[src/rtl/pc_select_reg.sv]
// pc_select_reg: registered next-PC selector with stall hold, redirect
// override, a one-entry pending redirect buffer and a sticky illegal-select flag.
module pc_select_reg #(
    parameter int unsigned     WIDTH       = 32,
    parameter int unsigned     NUM_IN      = 4,
    parameter int unsigned     SEL_W       = 2,
    parameter logic [WIDTH-1:0] RESET_VALUE = '0
) (
    input  logic                    clock_in,
    input  logic                    reset_n_in,
    input  logic [NUM_IN*WIDTH-1:0] value_in,
    input  logic [SEL_W-1:0]        select_in,
    input  logic                    stall_in,
    input  logic                    redirect_valid_in,
    input  logic [WIDTH-1:0]        redirect_value_in,
    output logic [WIDTH-1:0]        value_out,
    output logic                    redirect_pending_out,
    output logic                    select_error_out
);

    // Every encodable select value gets a slot; slots past NUM_IN read as zero
    // so the index below is always in range.
    localparam int unsigned NUM_SLOTS = 32'(1) << SEL_W;

    // Per-edge action, in priority order.
    typedef enum logic [2:0] {
        ACT_HOLD,       // stall without redirect
        ACT_CAPTURE,    // stall with redirect: buffer it
        ACT_REDIRECT,   // redirect wins over pending and select
        ACT_DRAIN,      // release the buffered redirect
        ACT_SELECT,     // normal candidate selection
        ACT_ILLEGAL     // out-of-range select: hold and flag
    } action_e;

    logic [WIDTH-1:0] cand_c [NUM_SLOTS];
    logic             sel_legal_c;
    action_e          action_c;

    logic [WIDTH-1:0] pend_value_q;
    logic [WIDTH-1:0] value_d;
    logic [WIDTH-1:0] pend_value_d;
    logic             pend_d;
    logic             err_d;

    // Unpack the candidate bus into fixed-offset slots.
    for (genvar k = 0; k < NUM_SLOTS; k++) begin : g_cand
        if (k < NUM_IN) begin : g_real
            assign cand_c[k] = value_in[k*WIDTH +: WIDTH];
        end else begin : g_pad
            assign cand_c[k] = '0;
        end
    end

    // Select is unsigned; the comparison is constant-true when every code is legal.
    assign sel_legal_c = (32'(select_in) < NUM_IN);

    // Priority decode; select_in is consulted only once stall, redirect and pending are all clear.
    always_comb begin
        action_c = ACT_HOLD;
        if (stall_in) begin
            action_c = redirect_valid_in ? ACT_CAPTURE : ACT_HOLD;
        end else if (redirect_valid_in) begin
            action_c = ACT_REDIRECT;
        end else if (redirect_pending_out) begin
            action_c = ACT_DRAIN;
        end else if (sel_legal_c) begin
            action_c = ACT_SELECT;
        end else begin
            action_c = ACT_ILLEGAL;
        end
    end

    // Next-state values for the output and pending registers.
    always_comb begin
        value_d      = value_out;
        pend_value_d = pend_value_q;
        pend_d       = redirect_pending_out;
        err_d        = select_error_out;
        unique case (action_c)
            ACT_HOLD: begin
            end
            ACT_CAPTURE: begin
                pend_value_d = redirect_value_in;
                pend_d       = 1'b1;
            end
            ACT_REDIRECT: begin
                value_d = redirect_value_in;
                pend_d  = 1'b0;
            end
            ACT_DRAIN: begin
                value_d = pend_value_q;
                pend_d  = 1'b0;
            end
            ACT_SELECT: begin
                value_d = cand_c[select_in];
            end
            ACT_ILLEGAL: begin
                err_d = 1'b1;
            end
            default: begin
            end
        endcase
    end

    // State registers; reset discards any buffered redirect.
    always_ff @(posedge clock_in or negedge reset_n_in) begin
        if (!reset_n_in) begin
            value_out            <= RESET_VALUE;
            pend_value_q         <= '0;
            redirect_pending_out <= 1'b0;
            select_error_out     <= 1'b0;
        end else begin
            value_out            <= value_d;
            pend_value_q         <= pend_value_d;
            redirect_pending_out <= pend_d;
            select_error_out     <= err_d;
        end
    end

endmodule

[config.mk]
export PLATFORM = sky130hd
export DESIGN_NAME = pc_select_reg
export DESIGN_NICKNAME = d
export VERILOG_FILES = /design/src/rtl/pc_select_reg.sv
export SDC_FILE = /design/constraint.sdc
export NUM_CORES = 1
export LEC_CHECK = 0
export CORE_MARGIN = 2
export CORE_UTILIZATION = 44
export CTS_CLUSTER_SIZE = 40
export DETAILED_ROUTE_END_ITERATION = 10
export PLACE_DENSITY_LB_ADDON = 0.05
export SLEW_MARGIN = 20
export SYNTH_ARGS = -nofsm -noshare
export SYNTH_HDL_FRONTEND = slang
export SYNTH_SLANG_ARGS = --single-unit
[constraint.sdc]
create_clock -name clock_in -period 2.78 [get_ports clock_in]
set_input_delay 0.556 -clock clock_in [delete_from_list [all_inputs] [get_ports clock_in]]
set_output_delay 0.556 -clock clock_in [all_outputs]
set_load 0.005 [all_outputs]
==> results_dict.tcl <==
set metrics [dict create \
    grt_pass1_wl_um 19000 \
    grt_pass1_vias 3860 \
    wirelength_um 11500 \
    worst_slew_pin_slew_ns 0.611 \
    setup_viol 0 \
    antenna_found_initial 0 \
    yosysUniqueCellTypes 14 \
    wl_per_cell_um 18.2 \
    cp.depth 1 \
    yosysSeqAreaShare_pct 42.1 \
    min_path_type "in2async" \
    post_cts_resized 0 \
    clk_pin_slew_ns 0.07 \
    first_pass_iters 6 \
    clk_latency_ns 0.34 \
    cp_top_family "buffers and inverters" \
    post-place-cells 615 \
    h-tree-depth 3 \
    drv_slew 0 \
    grt_max_degree 48 \
    crit_buf_inv 1 \
    die_w_um 98.5 \
    worstRegToRegCells 4 \
    cts.sink_count 66 \
    worstPathMaxFanout 5 \
    worstPathCellList "clkdlybuf4s50_1" \
    slowest_stage "clkdlybuf4s50_1" \
    fp.coreArea_um2 8680 \
    r2r_setup_slack_ns 1.26 \
    num_rows 34 \
    slowest_delay_ns 0.56 \
    initial_core_util_pct 45.2 \
    num_vias 3526 \
    top_level_ports 200 \
    status "finished clean" \
    cts-root-buf "clkbuf_8" \
    cellPowerDensity_nw_per_um2 437 \
    instances_no_fill 631 \
    endpoint_kind "primary output" \
    gp_congestion 0.779 \
    skew_ns 0.00745 \
    cts_tree "yes" \
    finalSetupTns_ns 0 \
    leakagePower_uw 0.00241 \
    drive_gt1_share_pct 21.2 \
    worstSetupStartpointType "register" \
    peakVddDrop_mv 0.253 \
    avgSynthCellArea_um2 12.0 \
    synth_fp_nets 494 \
    fp.dieH_um 98.5 \
    critPathArrivalTime_ns 1.39 \
    remaining_drc_errors 0 \
    r2r-end "value_out[0]" \
    ant_nets 0 \
    max_cap_viol_count 0 \
    gr-total-overflow 0 \
    ctsLongestPathBuffers 2 \
    min_period_over_period_pct 69.9 \
    clock.fmax_ghz 0.515 \
    drt_iter0_drc 127 \
    numPortBuffers 199 \
    critPathKind "reg2out" \
    hpwlAfterDp_um 8530 \
    yosys_warnings 0 \
    synth_cells 328 \
    viasPerCell 5.59 \
    relSlewSlack_pct 59.3 \
    area_growth_pct 56.3 \
    reg2reg_from "redirect_pending_out" \
    cts_setup_buffers 0 \
    rsz0062_at_grt "no" \
    fin_nets 684 \
    hold_viol 0 \
    syn_area_um2 3930 \
    required_ns 2.22 \
    n_antenna_cell 0 \
    period_needed_ns 1.94 \
    cts_hold_buf 0 \
    ys_seq_elements 66 \
    dieArea_um2 9690 \
    grt_usage_pct 24.4 \
    cts_buffers 9 \
]
[stage by stage]
stage	hold WS [ns]	utilization, %	instance area [um^2]	setup WS (ns)	power, uW
2_1_floorplan	0.260	-	3930	1.21	1480
3_3_place_gp	0.366	68.6	5960	0.853	1910
4_1_cts	0.317	70.7	6130	0.817	2700
5_1_grt	0.365	70.7	6130	0.792	2810
3_5_place_dp	0.372	68.6	5960	0.777	1940
6_report	0.298	70.7	6130	0.838	2680
[state kept, by name, indices dropped and copies added, names as in the netlist]
name                  count
select_error_out          1
pend_value_q             32
value_out                32
redirect_pending_out      1
[cells in the mapped netlist]
library cell,instances,area (um^2)
clkbuf_1,5,18.8
a221oi_1,16,140
o21a_1,1,7.51
a221oi_2,16,240
nor2b_1,33,206
mux2_2,64,721
nor3_1,1,5.00
nand2_1,34,128
mux2i_1,32,320
buf_2,19,95.1
o221ai_1,32,280
buf_6,8,90.1
nor4_4,1,21.3
dfrtp_1,66,1650
[power by group]
group,internal (uW),switching [uW],total (uW)
combinational,495,258,753
clock,413,351,764
sequential,1090,77.8,1170
[cell usage in the layout (no fill, tap or decap), types with 2 or more instances in the layout]
cell             instances
clkbuf_8                 9
a221oi_2                16
nor2b_1                 32
nand2_1                 33
buf_4                   11
clkdlybuf4s50_1        195
dfrtp_1                 66
buf_2                    3
o221ai_1                32
clkbuf_1                 4
mux2i_1                 32
buf_12                   2
mux2_2                  64
clkinv_2                 2
a221oi_1                16
[metal layers]
| layer | wire length, um | track usage, % |
|---|---|---|
| met1 | 4690 | 30.0 |
| met2 | 5840 | 42.3 |
| met3 | 751 | 5.32 |
| met4 | 212 | 8.54 |
| met5 | 0 | 0 |
[cells by family (layout without fill, tap and decap cells)]
kind of cell / Yosys count / after routing / share of synthesized area [%]
muxes: 96 / 96 / 26.5
buffers and inverters: 32 / 227 / 5.20
and+or+nand+nor: 69 / 69 / 9.18
AOI/OAI and AO/OA: 65 / 65 / 17.0
DFF: 66 / 66 / 42.1
[how the worst max path moves through the flow]
stage	to	slack (ns)	startpoint
after floorplan	value_out[10]	1.21	select_in[1]
after global placement	value_out[0]	0.85	stall_in
after detailed placement	value_out[19]	0.78	stall_in
after CTS	redirect_pending_out	0.82	redirect_pending_out
after global routing	redirect_pending_out	0.79	redirect_pending_out
final	redirect_pending_out	0.84	redirect_pending_out
[cell type report]
class | count | area (um^2)
Fill cell | 689 | 2540
Timing Repair Buffer | 211 | 2090
Multi-Input combinational cell | 230 | 2080
Sequential cell | 66 | 1650
Clock buffer | 13 | 139
Tap cell | 108 | 135
Clock inverter | 3 | 40.0
Power figures use the tool's default switching activity.
